[config.mk]
export PLATFORM = sky130hd
export DESIGN_NAME = vec_inst_dispatch_queue
export DESIGN_NICKNAME = d
export VERILOG_FILES = /design/src/rtl/vec_dispatch_pkg.sv /design/src/rtl/vec_dispatch_fifo.sv /design/src/rtl/vec_inst_dispatch_queue.sv
export SDC_FILE = /design/constraint.sdc
export NUM_CORES = 1
export LEC_CHECK = 0
export BUFFER_PORTS_ARGS = -buffer_cell sky130_fd_sc_hd__buf_2
export CORE_ASPECT_RATIO = 0.7
export CORE_UTILIZATION = 55
export CTS_BUF_LIST = sky130_fd_sc_hd__clkbuf_4 sky130_fd_sc_hd__clkbuf_8 sky130_fd_sc_hd__clkbuf_16
export CTS_CLUSTER_SIZE = 10
export DETAILED_ROUTE_END_ITERATION = 10
export PLACE_DENSITY = 0.76
export SLEW_MARGIN = 20
export SYNTH_ARGS = -nofsm -noshare
export SYNTH_HDL_FRONTEND = slang
export SYNTH_SLANG_ARGS = --single-unit
[constraint.sdc]
create_clock -name clk -period 6 [get_ports clk]
set_input_delay 1.2 -clock clk [delete_from_list [all_inputs] [get_ports clk]]
set_output_delay 1.2 -clock clk [all_outputs]
set_load 0.01 [all_outputs]
[src/rtl/vec_dispatch_pkg.sv]
// Shared types and constants for the vector instruction dispatch queue.
package vec_dispatch_pkg;

  localparam int         DISPATCH_XLEN = 32;
  localparam logic [6:0] VLOAD_OPCODE  = 7'b0000111;

  typedef enum logic {
    RUN     = 1'b0,
    WAIT_LD = 1'b1
  } dispatch_state_e;

  typedef struct packed {
    logic [DISPATCH_XLEN-1:0] inst;
    logic [DISPATCH_XLEN-1:0] rs1;
    logic [DISPATCH_XLEN-1:0] rs2;
  } dispatch_entry_t;

  // True when the opcode field identifies a vector load.
  function automatic logic is_vload(input logic [6:0] opcode);
    return opcode == VLOAD_OPCODE;
  endfunction

endpackage

[src/rtl/vec_dispatch_fifo.sv]
// Generic DEPTH x WIDTH circular buffer with push/pop and an occupancy count.
// Storage is not reset; only the pointers and count are.
module vec_dispatch_fifo
  import vec_dispatch_pkg::*;
#(
  parameter int DEPTH = 4,
  parameter int WIDTH = 96
) (
  input  logic                     clk,
  input  logic                     reset,
  input  logic                     push,
  input  logic [WIDTH-1:0]         wdata,
  input  logic                     pop,
  output logic [WIDTH-1:0]         rdata,
  output logic [$clog2(DEPTH):0]   count,
  output logic                     full,
  output logic                     empty
);

  localparam int PTR_W = $clog2(DEPTH);
  localparam int CNT_W = PTR_W + 1;

  logic [WIDTH-1:0] mem_q [DEPTH];
  logic [PTR_W-1:0] wr_ptr_q, wr_ptr_d;
  logic [PTR_W-1:0] rd_ptr_q, rd_ptr_d;
  logic [CNT_W-1:0] count_q, count_d;
  logic             push_ok;
  logic             pop_ok;

  assign full    = (count_q == CNT_W'(DEPTH));
  assign empty   = (count_q == '0);
  assign push_ok = push && !full;
  assign pop_ok  = pop && !empty;
  assign rdata   = mem_q[rd_ptr_q];
  assign count   = count_q;

  // Next-state pointers and count; pointers wrap naturally as DEPTH is a power of two.
  always_comb begin
    wr_ptr_d = wr_ptr_q;
    rd_ptr_d = rd_ptr_q;
    if (push_ok) wr_ptr_d = wr_ptr_q + PTR_W'(1);
    if (pop_ok)  rd_ptr_d = rd_ptr_q + PTR_W'(1);
    count_d = count_q + CNT_W'(push_ok) - CNT_W'(pop_ok);
  end

  // Control registers.
  always_ff @(posedge clk) begin
    if (reset) begin
      wr_ptr_q <= '0;
      rd_ptr_q <= '0;
      count_q  <= '0;
    end else begin
      wr_ptr_q <= wr_ptr_d;
      rd_ptr_q <= rd_ptr_d;
      count_q  <= count_d;
    end
  end

  // Entry storage.
  always_ff @(posedge clk) begin
    if (push_ok) mem_q[wr_ptr_q] <= wdata;
  end

endmodule

[src/rtl/vec_inst_dispatch_queue.sv]
// Dispatch FIFO between the scalar core and the vector datapath. Non-load
// heads retire in the cycle they are presented; a load head is held stable
// until is_loaded, or force-retired by a watchdog after LD_TIMEOUT cycles.
// XLEN must match the package entry width.
module vec_inst_dispatch_queue
  import vec_dispatch_pkg::*;
#(
  parameter int DEPTH      = 4,
  parameter int XLEN       = 32,
  parameter int LD_TIMEOUT = 64
) (
  input  logic                   clk,
  input  logic                   reset,
  input  logic                   inst_valid,
  output logic                   inst_ready,
  input  logic [XLEN-1:0]        inst_in,
  input  logic [XLEN-1:0]        rs1_in,
  input  logic [XLEN-1:0]        rs2_in,
  output logic [XLEN-1:0]        instruction,
  output logic [XLEN-1:0]        rs1_data,
  output logic [XLEN-1:0]        rs2_data,
  output logic                   issue_valid,
  input  logic                   is_vec,
  input  logic                   is_loaded,
  output logic                   retire,
  output logic                   illegal_inst,
  output logic                   ld_timeout,
  output logic [$clog2(DEPTH):0] occupancy
);

  localparam int TMO_W = $clog2(LD_TIMEOUT) + 1;

  dispatch_entry_t   wr_entry;
  dispatch_entry_t   head_entry;
  logic              fifo_full;
  logic              fifo_empty;
  logic              push;
  logic              pop;
  logic              force_retire;
  dispatch_state_e   state_q, state_d;
  logic [TMO_W-1:0]  tmo_q, tmo_d;

  assign wr_entry = '{inst: inst_in, rs1: rs1_in, rs2: rs2_in};

  // Acceptance ignores a same-cycle pop so a full queue never takes a push.
  assign inst_ready = !fifo_full;
  assign push       = inst_valid && !fifo_full;

  vec_dispatch_fifo #(
    .DEPTH (DEPTH),
    .WIDTH ($bits(dispatch_entry_t))
  ) u_fifo (
    .clk   (clk),
    .reset (reset),
    .push  (push),
    .wdata (wr_entry),
    .pop   (pop),
    .rdata (head_entry),
    .count (occupancy),
    .full  (fifo_full),
    .empty (fifo_empty)
  );

  // Head presentation: zeroed whenever the queue is empty.
  always_comb begin
    issue_valid = !fifo_empty;
    instruction = '0;
    rs1_data    = '0;
    rs2_data    = '0;
    if (!fifo_empty) begin
      instruction = head_entry.inst;
      rs1_data    = head_entry.rs1;
      rs2_data    = head_entry.rs2;
    end
  end

  // Dispatch FSM and load watchdog next-state logic.
  always_comb begin
    state_d      = state_q;
    tmo_d        = tmo_q;
    pop          = 1'b0;
    force_retire = 1'b0;
    unique case (state_q)
      RUN: begin
        if (!fifo_empty) begin
          if (is_vload(head_entry.inst[6:0])) begin
            state_d = WAIT_LD;
            tmo_d   = '0;
          end else begin
            pop = 1'b1;
          end
        end
      end
      WAIT_LD: begin
        tmo_d = tmo_q + TMO_W'(1);
        if (is_loaded) begin
          pop     = 1'b1;
          state_d = RUN;
        end else if (tmo_q == TMO_W'(LD_TIMEOUT - 1)) begin
          pop          = 1'b1;
          force_retire = 1'b1;
          state_d      = RUN;
        end
      end
      default: state_d = RUN;
    endcase
  end

  // Reset dominates: no retire-side pulse leaves the block in a reset cycle.
  assign retire       = pop && !reset;
  assign illegal_inst = retire && !is_vec;
  assign ld_timeout   = force_retire && !reset;

  // FSM state and watchdog counter registers.
  always_ff @(posedge clk) begin
    if (reset) begin
      state_q <= RUN;
      tmo_q   <= '0;
    end else begin
      state_q <= state_d;
      tmo_q   <= tmo_d;
    end
  end

endmodule
## Word-level counts from Yosys, hierarchy flattened

Memory sizes are Yosys's and may differ from the RTL's. A register that Yosys moved wholly into a read port is not among the register bits.
Cells that the tools add are included.

- Register bits: 15
- RAM bits: 384
- Bits of input ports: 101
- Word-level logic and storage cells: 51
- Memories: 1

Memories:

| memory | words | width | rd ports | clocked after Yosys merged registers in | write ports | RTL line | text |
|---|---|---|---|---|---|---|---|
| u_fifo.mem_q | 4 | 96 | 1 | 1 | 1 | vec_dispatch_fifo.sv:23 | `logic [WIDTH-1:0] mem_q [DEPTH];` |

- Add/sub/neg operators: 5
- Equality and inequality tests: 5
- Mux-type cells: 22
- Bitwise logic cells: 1
- Reductions and logical operators: 12

Operator list:

| operator | number |
|---|---|
| 32-bit two-way mux | 3 |
| 7-bit two-way mux | 2 |
| 7-bit case mux with 2 select lines | 1 |
| 1-bit two-way mux | 12 |
| 7-bit by 1-bit adder with 7-bit output, second input constant | 1 |
| 7-bit by 3-bit equality test with 1-bit output, second input constant | 1 |
| 7-bit by 6-bit equality test with 1-bit output, second input constant | 1 |
| 1-bit logical AND | 6 |
| 2-bit by 1-bit adder with 2-bit output, second input constant | 2 |
| 1-bit zero test | 4 |
| 2-bit two-way mux | 2 |
| 2-bit != test, second input constant | 2 |
| 1-bit case mux with 2 select lines | 2 |
| 3-bit by 1-bit adder with 3-bit output | 1 |
| 3-bit equality test, second input constant | 1 |
| 3-bit zero test | 1 |
| 3-bit by 1-bit subtractor with 3-bit output | 1 |
| 2-bit AND reduction | 1 |
| 1-bit inverter | 1 |

## Logic depth before layout (Yosys ltp)

Gate-level depths: netlist of the first run.

- Word-level depth: 7
- Depth in mapped cells: 13
- Gate-level depth less buffers: 12

## Cells and area by module

Synthesis of the first run repeated with hierarchy kept, for this count alone.

- Cell total of the unflattened synthesis: 719
- Area, all modules: 15,449.8 um^2

Modules (own cells, without submodules):

| module | times used | cells each | area an instance (um^2) |
|---|---|---|---|
| vec_dispatch_fifo | 1 | 553 | 14,325.0 |
| vec_inst_dispatch_queue | 1 | 166 | 1,124.8 |

## Least setup slack after synthesis of the first run

Ideal clock, no wire load.

- Kind: input to register
- Start point: in inst_valid
- End point: mem u_fifo.mem_q[0][0], enable pin
- Setup time: 0.466 ns
- Data arrival time: 3.463 ns
- Required time: 5.534 ns
- Path slack: 2.071 ns
- Cell stages on the path: 1
- Path through: and3_1

- Cells in the longest elaborated chain, start to end: 4

Ends and longest elaborated chain:

| element | RTL line | text |
|---|---|---|
| from (decl) | vec_inst_dispatch_queue.sv:14 | `input logic inst_valid,` |
| 1-bit logical AND | vec_inst_dispatch_queue.sv:47 | `assign push = inst_valid && !fifo_full;` |
| 1-bit logical AND | vec_dispatch_fifo.sv:32 | `assign push_ok = push && !full;` |
| 1-bit two-way mux | vec_dispatch_fifo.sv:61 | `if (push_ok) mem_q[wr_ptr_q] <= wdata;` |
| 1-bit two-way mux (not written as such) | vec_dispatch_fifo.sv:61 |  |
| to (decl) | vec_dispatch_fifo.sv:23 |  |

No other way between the ends.

## Final worst setup path of the first run

- Start point: reg u_fifo.count_q[1], in the netlist u_fifo.count[1]
- End point: out rs2_data[21]

- Cells in the longest elaborated chain, start to end: 2

Ends and longest elaborated chain:

| element | RTL line | text |
|---|---|---|
| from (decl) | vec_dispatch_fifo.sv:26 | `logic [CNT_W-1:0] count_q, count_d;` |
| from (signal assigned) | vec_dispatch_fifo.sv:55 | `count_q <= count_d;` |
| 3-bit zero test | vec_dispatch_fifo.sv:31 | `assign empty = (count_q == '0);` |
| 32-bit two-way mux | vec_inst_dispatch_queue.sv:70 | `if (!fifo_empty) begin` |
| to (decl) | vec_inst_dispatch_queue.sv:21 | `output logic [XLEN-1:0] rs2_data,` |

No other way between the ends.

==> impl_metrics.toml, run 1 <==
[placed_design]
cell_count_post_placement = 1248
port_buffer_count = 204
place.gp.congestion = 0.712
place_hpwl_um = 16800

[sta]
worstMarginPinSlew_ns = 1.06
setup_failing_eps_final = 0
max_freq_mhz = 226
final.period_utilization_pct = 73.6
finClkSkew_ns = 0.0174
timing.max_slew.rel_slack_pct = 29.2
slew_violations = 0
post-route-min-period_ns = 4.42
timing.setup.tns_ns = 0
whs_ns = 0.473
grt_setup_unrepaired = "no"
hold_viol = 0

[route]
first_iter_violations = 534
vias = 7325
detail-route-antenna-nets = 0
routed_wire_length_per_instance_um = 22.1
wirelength_um = 29000
drt_first_pass_iters = 5
drc = 0
via_density = 5.59

[synthesis]
synth.top_cell.area_share_pct = 75.1
yosys.cell_types.count = 38
syn-num-nets = 816
yosysMostFrequentCell = "edfxtp_1"
synthesis.instances = 707
postSynth.asyncResetShare_pct = 0
synth.yosys.seq_area_share_pct = 77.3
ys.warnings.count = 0
netlist_top_cells_area = "edfxtp_1 (75%), mux4_2 (14%), and2_1 (4.0%)"
synth.largest_area_cell = "edfxtp_1"
postSynthAreaPerCell_um2 = 21.7
synth_top_cells_by_count = "edfxtp_1 (384), and2_1 (97), mux4_2 (96)"
synth_top_flop_cell = "edfxtp_1"
synth-seq-cells = 401
synth.cell_area_um2 = 15400
synth-edff-count = 384

[setup_path]
worst_setup_path_start_kind = "flip-flop"
reg2reg_depth = 11
timing.critical_path.to = "rs2_data[21]"
critPathKind = "flip-flop to output pin"
crit_chain = "nor3_1 > clkinv_2 > buf_4 > and2_1 > buf_2"
register_to_register_path_setup_slack_ns = 2.47
cp-startpoint = "u_fifo.count[1]$_SDFF_PP0_"
critPathCaptureType = "output pin"
timing.critical_path.slowest_stage_cell = "clkinv_2"
critical_path.reg2reg.endpoint = "u_fifo.count[2]$_SDFF_PP0_"
cp.required_ns = 4.80
critPathMaxFanout = 51
crit_path_max_incr_delay_ns = 0.74
timing.critical_path.arrival_ns = 3.22

[min_path]
holdCritPathClass = "flip-flop to flip-flop"

[outcome]
run_status = "completed"

[grt]
leftover_overflow_at_the_end_of_global_routing = 0
gr-usage-all-layers_pct = 20.8
grt_start_max_net_pins = 70
grt_antenna_before_repair = 6
grt_pass1_vias = 7581
grt_pass1_wl_um = 44400

[floorplan]
die_y_um = 142
coreArea_um2 = 27100
io_pins = 205
initial_core_utilization_pct = 56.7
die-width_um = 202
floorplan_die_area_um2 = 28600
core.rowCount = 50

[clocking]
clk_latency_ns = 0.53
clock_sinks = 401
htreeDepth = 2
clock_buffer_count_from_cts = 46
cts_tree = "built"
cts-resized-gates = 0
cts_root_cell = "clkbuf_16"
cts_hold_buffers = 0
clock_input_transition_at_the_sequential_cells_of_the_worst_setup_and_hold_paths_ns = 0.05
post-cts-setup-buffers = 0
cts_max_path_buffers = 3

[layout]
fin_util_pct = 66.6
layout.filler_cells = 1773
nets = 1041
layout.cells.non_filler = 1311
areaGrowthSynthToFinish_pct = 17.4
drive_above_1_share_pct = 40.2

[power_and_ir_drop]
leakage_uw = 0.00621
total_power_uw = 8320
vdd_ir_drop_max_uv = 317
power-per-cell-area_nw_per_um2 = 461

[job]
maxcap_violations = 0
worst min-delay path by stage:
stage | depth (start not counted) | from | endpoint
after floorplan | 1 | tmo_q[0]$_SDFFE_PP0P_ | tmo_q[0]$_SDFFE_PP0P_
after global placement | 1 | tmo_q[0]$_SDFFE_PP0P_ | tmo_q[0]$_SDFFE_PP0P_
after detailed placement | 1 | tmo_q[0]$_SDFFE_PP0P_ | tmo_q[0]$_SDFFE_PP0P_
after CTS | 1 | tmo_q[0]$_SDFFE_PP0P_ | tmo_q[0]$_SDFFE_PP0P_
after global routing | 1 | tmo_q[0]$_SDFFE_PP0P_ | tmo_q[0]$_SDFFE_PP0P_
final | 1 | tmo_q[0]$_SDFFE_PP0P_ | tmo_q[0]$_SDFFE_PP0P_
metal layers:
metal	GRT usage, %	share of wire, %
met1	30.0	44
met2	31.7	47
met3	6.18	7.4
met4	4.94	1.2
met5	0	0.093
stage by stage:
stage / area, um^2 / worst slack, ns
after floorplan: 15400 / 2.07
after global placement: 16800 / 2.20
after detailed placement: 16800 / 2.15
after CTS: 18000 / 1.54
after global routing: 18000 / 1.36
final: 18000 / 1.58
cell usage in the layout (no fill, tap or decap), types with 2 or more instances in the layout:
master,count
mux4_2,96
and3_4,4
nand2_1,6
nor3_1,4
o22ai_1,3
clkbuf_16,47
nor2_1,12
buf_4,8
dfxtp_4,2
and2_1,97
dfxtp_1,15
nand4_1,2
buf_2,204
a21oi_1,3
ha_1,7
inv_6,2
inv_1,6
edfxtp_1,384
clkbuf_4,9
nand2b_1,3
xnor2_1,5
diode_2,5
xor2_1,2
nor4_1,2
critical path: cells and delay by family (launching register included):
kind                   cells  cell delay (ns)
DFF                        1             0.36
buffers and inverters      3             1.40
and+or+nand+nor            2             0.83
state kept, by name, summed over array words and instances, names as in the netlist, named ones only:
register / flops
u_fifo.rd_ptr_q: 2
tmo_q: 7
u_fifo.count: 3
u_fifo.mem_q: 384
u_fifo.wr_ptr_q: 2
state_q: 1
layout make-up:
class / instances / area [um^2] / area share (%)
Sequential cell: 401 / 11900 / 65.9
Multi-Input combinational cell: 264 / 3320 / 18.4
Clock buffer: 56 / 1240 / 6.90
Timing Repair Buffer: 212 / 1080 / 5.99
Tap cell: 364 / 455 / 2.53
Inverter: 7 / 27.5 / 0.153
Clock inverter: 2 / 17.5 / 0.0971
Antenna cell: 5 / 12.5 / 0.0694
power breakdown:
| group | internal, uW | total [uW] | switching, uW |
|---|---|---|---|
| combinational | 1110 | 2290 | 1180 |
| sequential | 3420 | 3620 | 196 |
| clock | 1440 | 2410 | 973 |
| total | 5970 | 8320 | 2350 |
cell families after synthesis:
| group | Yosys count | share of synthesized area, % |
|---|---|---|
| mux | 97 | 14.1 |
| flops | 401 | 77.3 |
| simple gates | 140 | 5.67 |
| xor+xnor | 7 | 0.399 |
| compound gates | 12 | 0.554 |
| fa+ha+maj | 8 | 0.701 |
| buf+inv | 42 | 1.21 |
No activity file was read; power rests on OpenSTA's default activity.
==> inputs of run 2 (changes only) <==
--- a/config.mk
+++ b/config.mk
@@ -5,13 +5,14 @@
 export SDC_FILE = /design/constraint.sdc
 export NUM_CORES = 1
 export LEC_CHECK = 0
+export ABC_AREA = 1
 export BUFFER_PORTS_ARGS = -buffer_cell sky130_fd_sc_hd__buf_2
 export CORE_ASPECT_RATIO = 0.7
 export CORE_UTILIZATION = 55
 export CTS_BUF_LIST = sky130_fd_sc_hd__clkbuf_4 sky130_fd_sc_hd__clkbuf_8 sky130_fd_sc_hd__clkbuf_16
 export CTS_CLUSTER_SIZE = 10
 export DETAILED_ROUTE_END_ITERATION = 10
-export PLACE_DENSITY = 0.76
+export PLACE_DENSITY = 0.75
 export SLEW_MARGIN = 20
 export SYNTH_ARGS = -nofsm -noshare
 export SYNTH_HDL_FRONTEND = slang
==> constraint.sdc (replaced) <==
create_clock -name clk -period 4.2 [get_ports clk]
set_input_delay 0.84 -clock clk [delete_from_list [all_inputs] [get_ports clk]]
set_output_delay 0.84 -clock clk [all_outputs]
set_load 0.01 [all_outputs]
==> impl_metrics.toml, run 2 <==
[outcome]
run_status = "completed"

[layout]
largest_register_ffs = 384
drive_above_1_share_pct = 19.8
areaGrowthSynthToFinish_pct = 17.0
final_common_cell = "edfxtp_1"
layout.filler_cells = 2034
mostFrequentLayoutCells = "edfxtp_1 (384), nor2_1 (375), buf_2 (204)"
fin_util_pct = 65.8
regMostFlops = "u_fifo.mem_q"
nets = 1587

[power_and_ir_drop]
power-per-cell-area_nw_per_um2 = 665
total_power_uw = 12200
leakage_uw = 0.00679
vdd_ir_drop_max_uv = 535

[sta]
finClkSkew_ns = 0.0118
post-route-min-period_ns = 3.71
final.period_utilization_pct = 88.4
setup_failing_eps_final = 0
worstMarginPinSlew_ns = 1.02
whs_ns = 0.492
grt_setup_unrepaired = "no"
timing.setup.tns_ns = 0
timing.max_slew.rel_slack_pct = 32.2
hold_viol = 0
slew_violations = 0
max_freq_mhz = 269

[placed_design]
place.gp.congestion = 0.769
place_hpwl_um = 19400
port_buffer_count = 204

[route]
via_density = 5.43
drc = 0
drt_first_pass_iters = 5
detail-route-antenna-nets = 0
routed_wire_length_per_instance_um = 18.5
vias = 10100
wirelength_um = 34500
first_iter_violations = 777

[synthesis]
synth_top_cells_by_count = "edfxtp_1 (384), nor2_1 (379), o21ai_0 (183)"
ys.warnings.count = 0
synth.largest_area_cell = "edfxtp_1"
postSynth.asyncResetShare_pct = 0
synth-edff-count = 384
synth-seq-cells = 401
synthesis.instances = 1280
synth.cell_area_um2 = 15700
netlist_top_cells_area = "edfxtp_1 (73%), nor2_1 (9.1%), o21ai_0 (5.8%)"
synth_top_flop_cell = "edfxtp_1"
yosysMostFrequentCell = "edfxtp_1"
synth.yosys.seq_area_share_pct = 75.6
postSynthAreaPerCell_um2 = 12.3
syn-num-nets = 1389
synth.top_cell.area_share_pct = 73.4
yosys.cell_types.count = 24

[clocking]
cts_max_path_buffers = 3
cts_hold_buffers = 0
htreeDepth = 2
clock_sinks = 401
cts_root_cell = "clkbuf_16"
clock_input_transition_at_the_sequential_cells_of_the_worst_setup_and_hold_paths_ns = 0.06
cts_tree = "built"
cts-resized-gates = 0
clock_buffer_count_from_cts = 46
clk_latency_ns = 0.54
post-cts-setup-buffers = 0

[floorplan]
initial_core_utilization_pct = 56.2
core.rowCount = 51
coreArea_um2 = 27900
die_y_um = 143
floorplan_die_area_um2 = 29200
die-width_um = 204
io_pins = 205

[setup_path]
timing.critical_path.arrival_ns = 2.87
worst_setup_path_start_kind = "flip-flop"
critPathMaxFanout = 108
cp.required_ns = 3.36
critPathKind = "flip-flop to output pin"
critPathCaptureType = "output pin"

[grt]
grt_start_max_net_pins = 109
grt_pass1_vias = 9725
gr-usage-all-layers_pct = 23.5
leftover_overflow_at_the_end_of_global_routing = 0
grt_antenna_before_repair = 12
grt_pass1_wl_um = 52400

[min_path]
holdCritPathClass = "flip-flop to flip-flop"

[job]
maxcap_violations = 0
[run 2: cell types whose count changed after synthesis, sizes merged, moves of 4 or more]
cell,change
a21oi,+100
and2,-96
and3,-5
buf,+27
clkbuf,+13
inv,+34
mux4,-96
nand2,+53
nand3,+20
nor2,+367
nor3,-4
o21ai,+181
xnor2,-4
[run 2: final timing paths]
check,startpoint,endpoint,slack [ns],cells past startpoint
setup reg to reg,flip-flop,u_fifo.count[2]$_SDFF_PP0_,1.01,18
hold / removal,u_fifo.rd_ptr_q[0]$_SDFFE_PP0P_,u_fifo.rd_ptr_q[0]$_SDFFE_PP0P_,0.49,2
setup / recovery,flip-flop,rs1_data[12],0.49,5
hold reg to reg,u_fifo.rd_ptr_q[0]$_SDFFE_PP0P_,u_fifo.rd_ptr_q[0]$_SDFFE_PP0P_,0.49,2
[run 2: cells by family after synthesis]
logic type | Yosys count | share of synthesized area [%]
AO/OA/AOI/OAI | 287 | 9.17
XOR/XNOR | 2 | 0.112
adder cells (fa/ha/maj) | 8 | 0.685
buffers and inverters | 117 | 3.06
flip-flops | 401 | 75.6
AND/OR/NAND/NOR | 465 | 11.4
[run 2: layer usage]
metal  GRT usage, %  vias to the layer above  wire, um
li1               -                     4879         -
met1           31.5                     4844     14600
met2           37.9                      355     16400
met3           5.83                       55      2910
met4           7.62                        8       564
met5              0                        -        57
[run 2: cell type report]
| class | count | area (um^2) | area share, % |
|---|---|---|---|
| Inverter | 42 | 163 | 0.885 |
| Tap cell | 371 | 464 | 2.53 |
| Antenna cell | 10 | 25.0 | 0.136 |
| Timing Repair Buffer | 225 | 1200 | 6.55 |
| Clock buffer | 56 | 1240 | 6.77 |
| Clock inverter | 2 | 17.5 | 0.0953 |
| Sequential cell | 401 | 11900 | 64.6 |
| Multi-Input combinational cell | 762 | 3380 | 18.4 |
[run 2: report_power, final]
part           internal (uW)  switching [uW]  leakage (uW)
sequential              4840             102       0.00366
combinational           1200            2640       0.00251
clock                   2050            1400      0.000630
total                   8090            4140       0.00679
[run 2: critical path, stage by stage (launching register included)]
cell and delay [ns]:
dfxtp_4 0.36, inv_4 0.34, buf_4 0.79, o21ai_0 0.24, a21oi_1 0.30, buf_2 0.20
[run 2: through the flow]
step / setup WS [ns] / std cells / instance area, um^2
detailed placement: 1.02 / 1801 / 17100
CTS: 0.464 / 1859 / 18400
global placement: 1.03 / 1801 / 17100
global route: 0.269 / 1862 / 18400
floorplan: -1.36 / 1280 / 15700
finish: 0.489 / 1869 / 18400
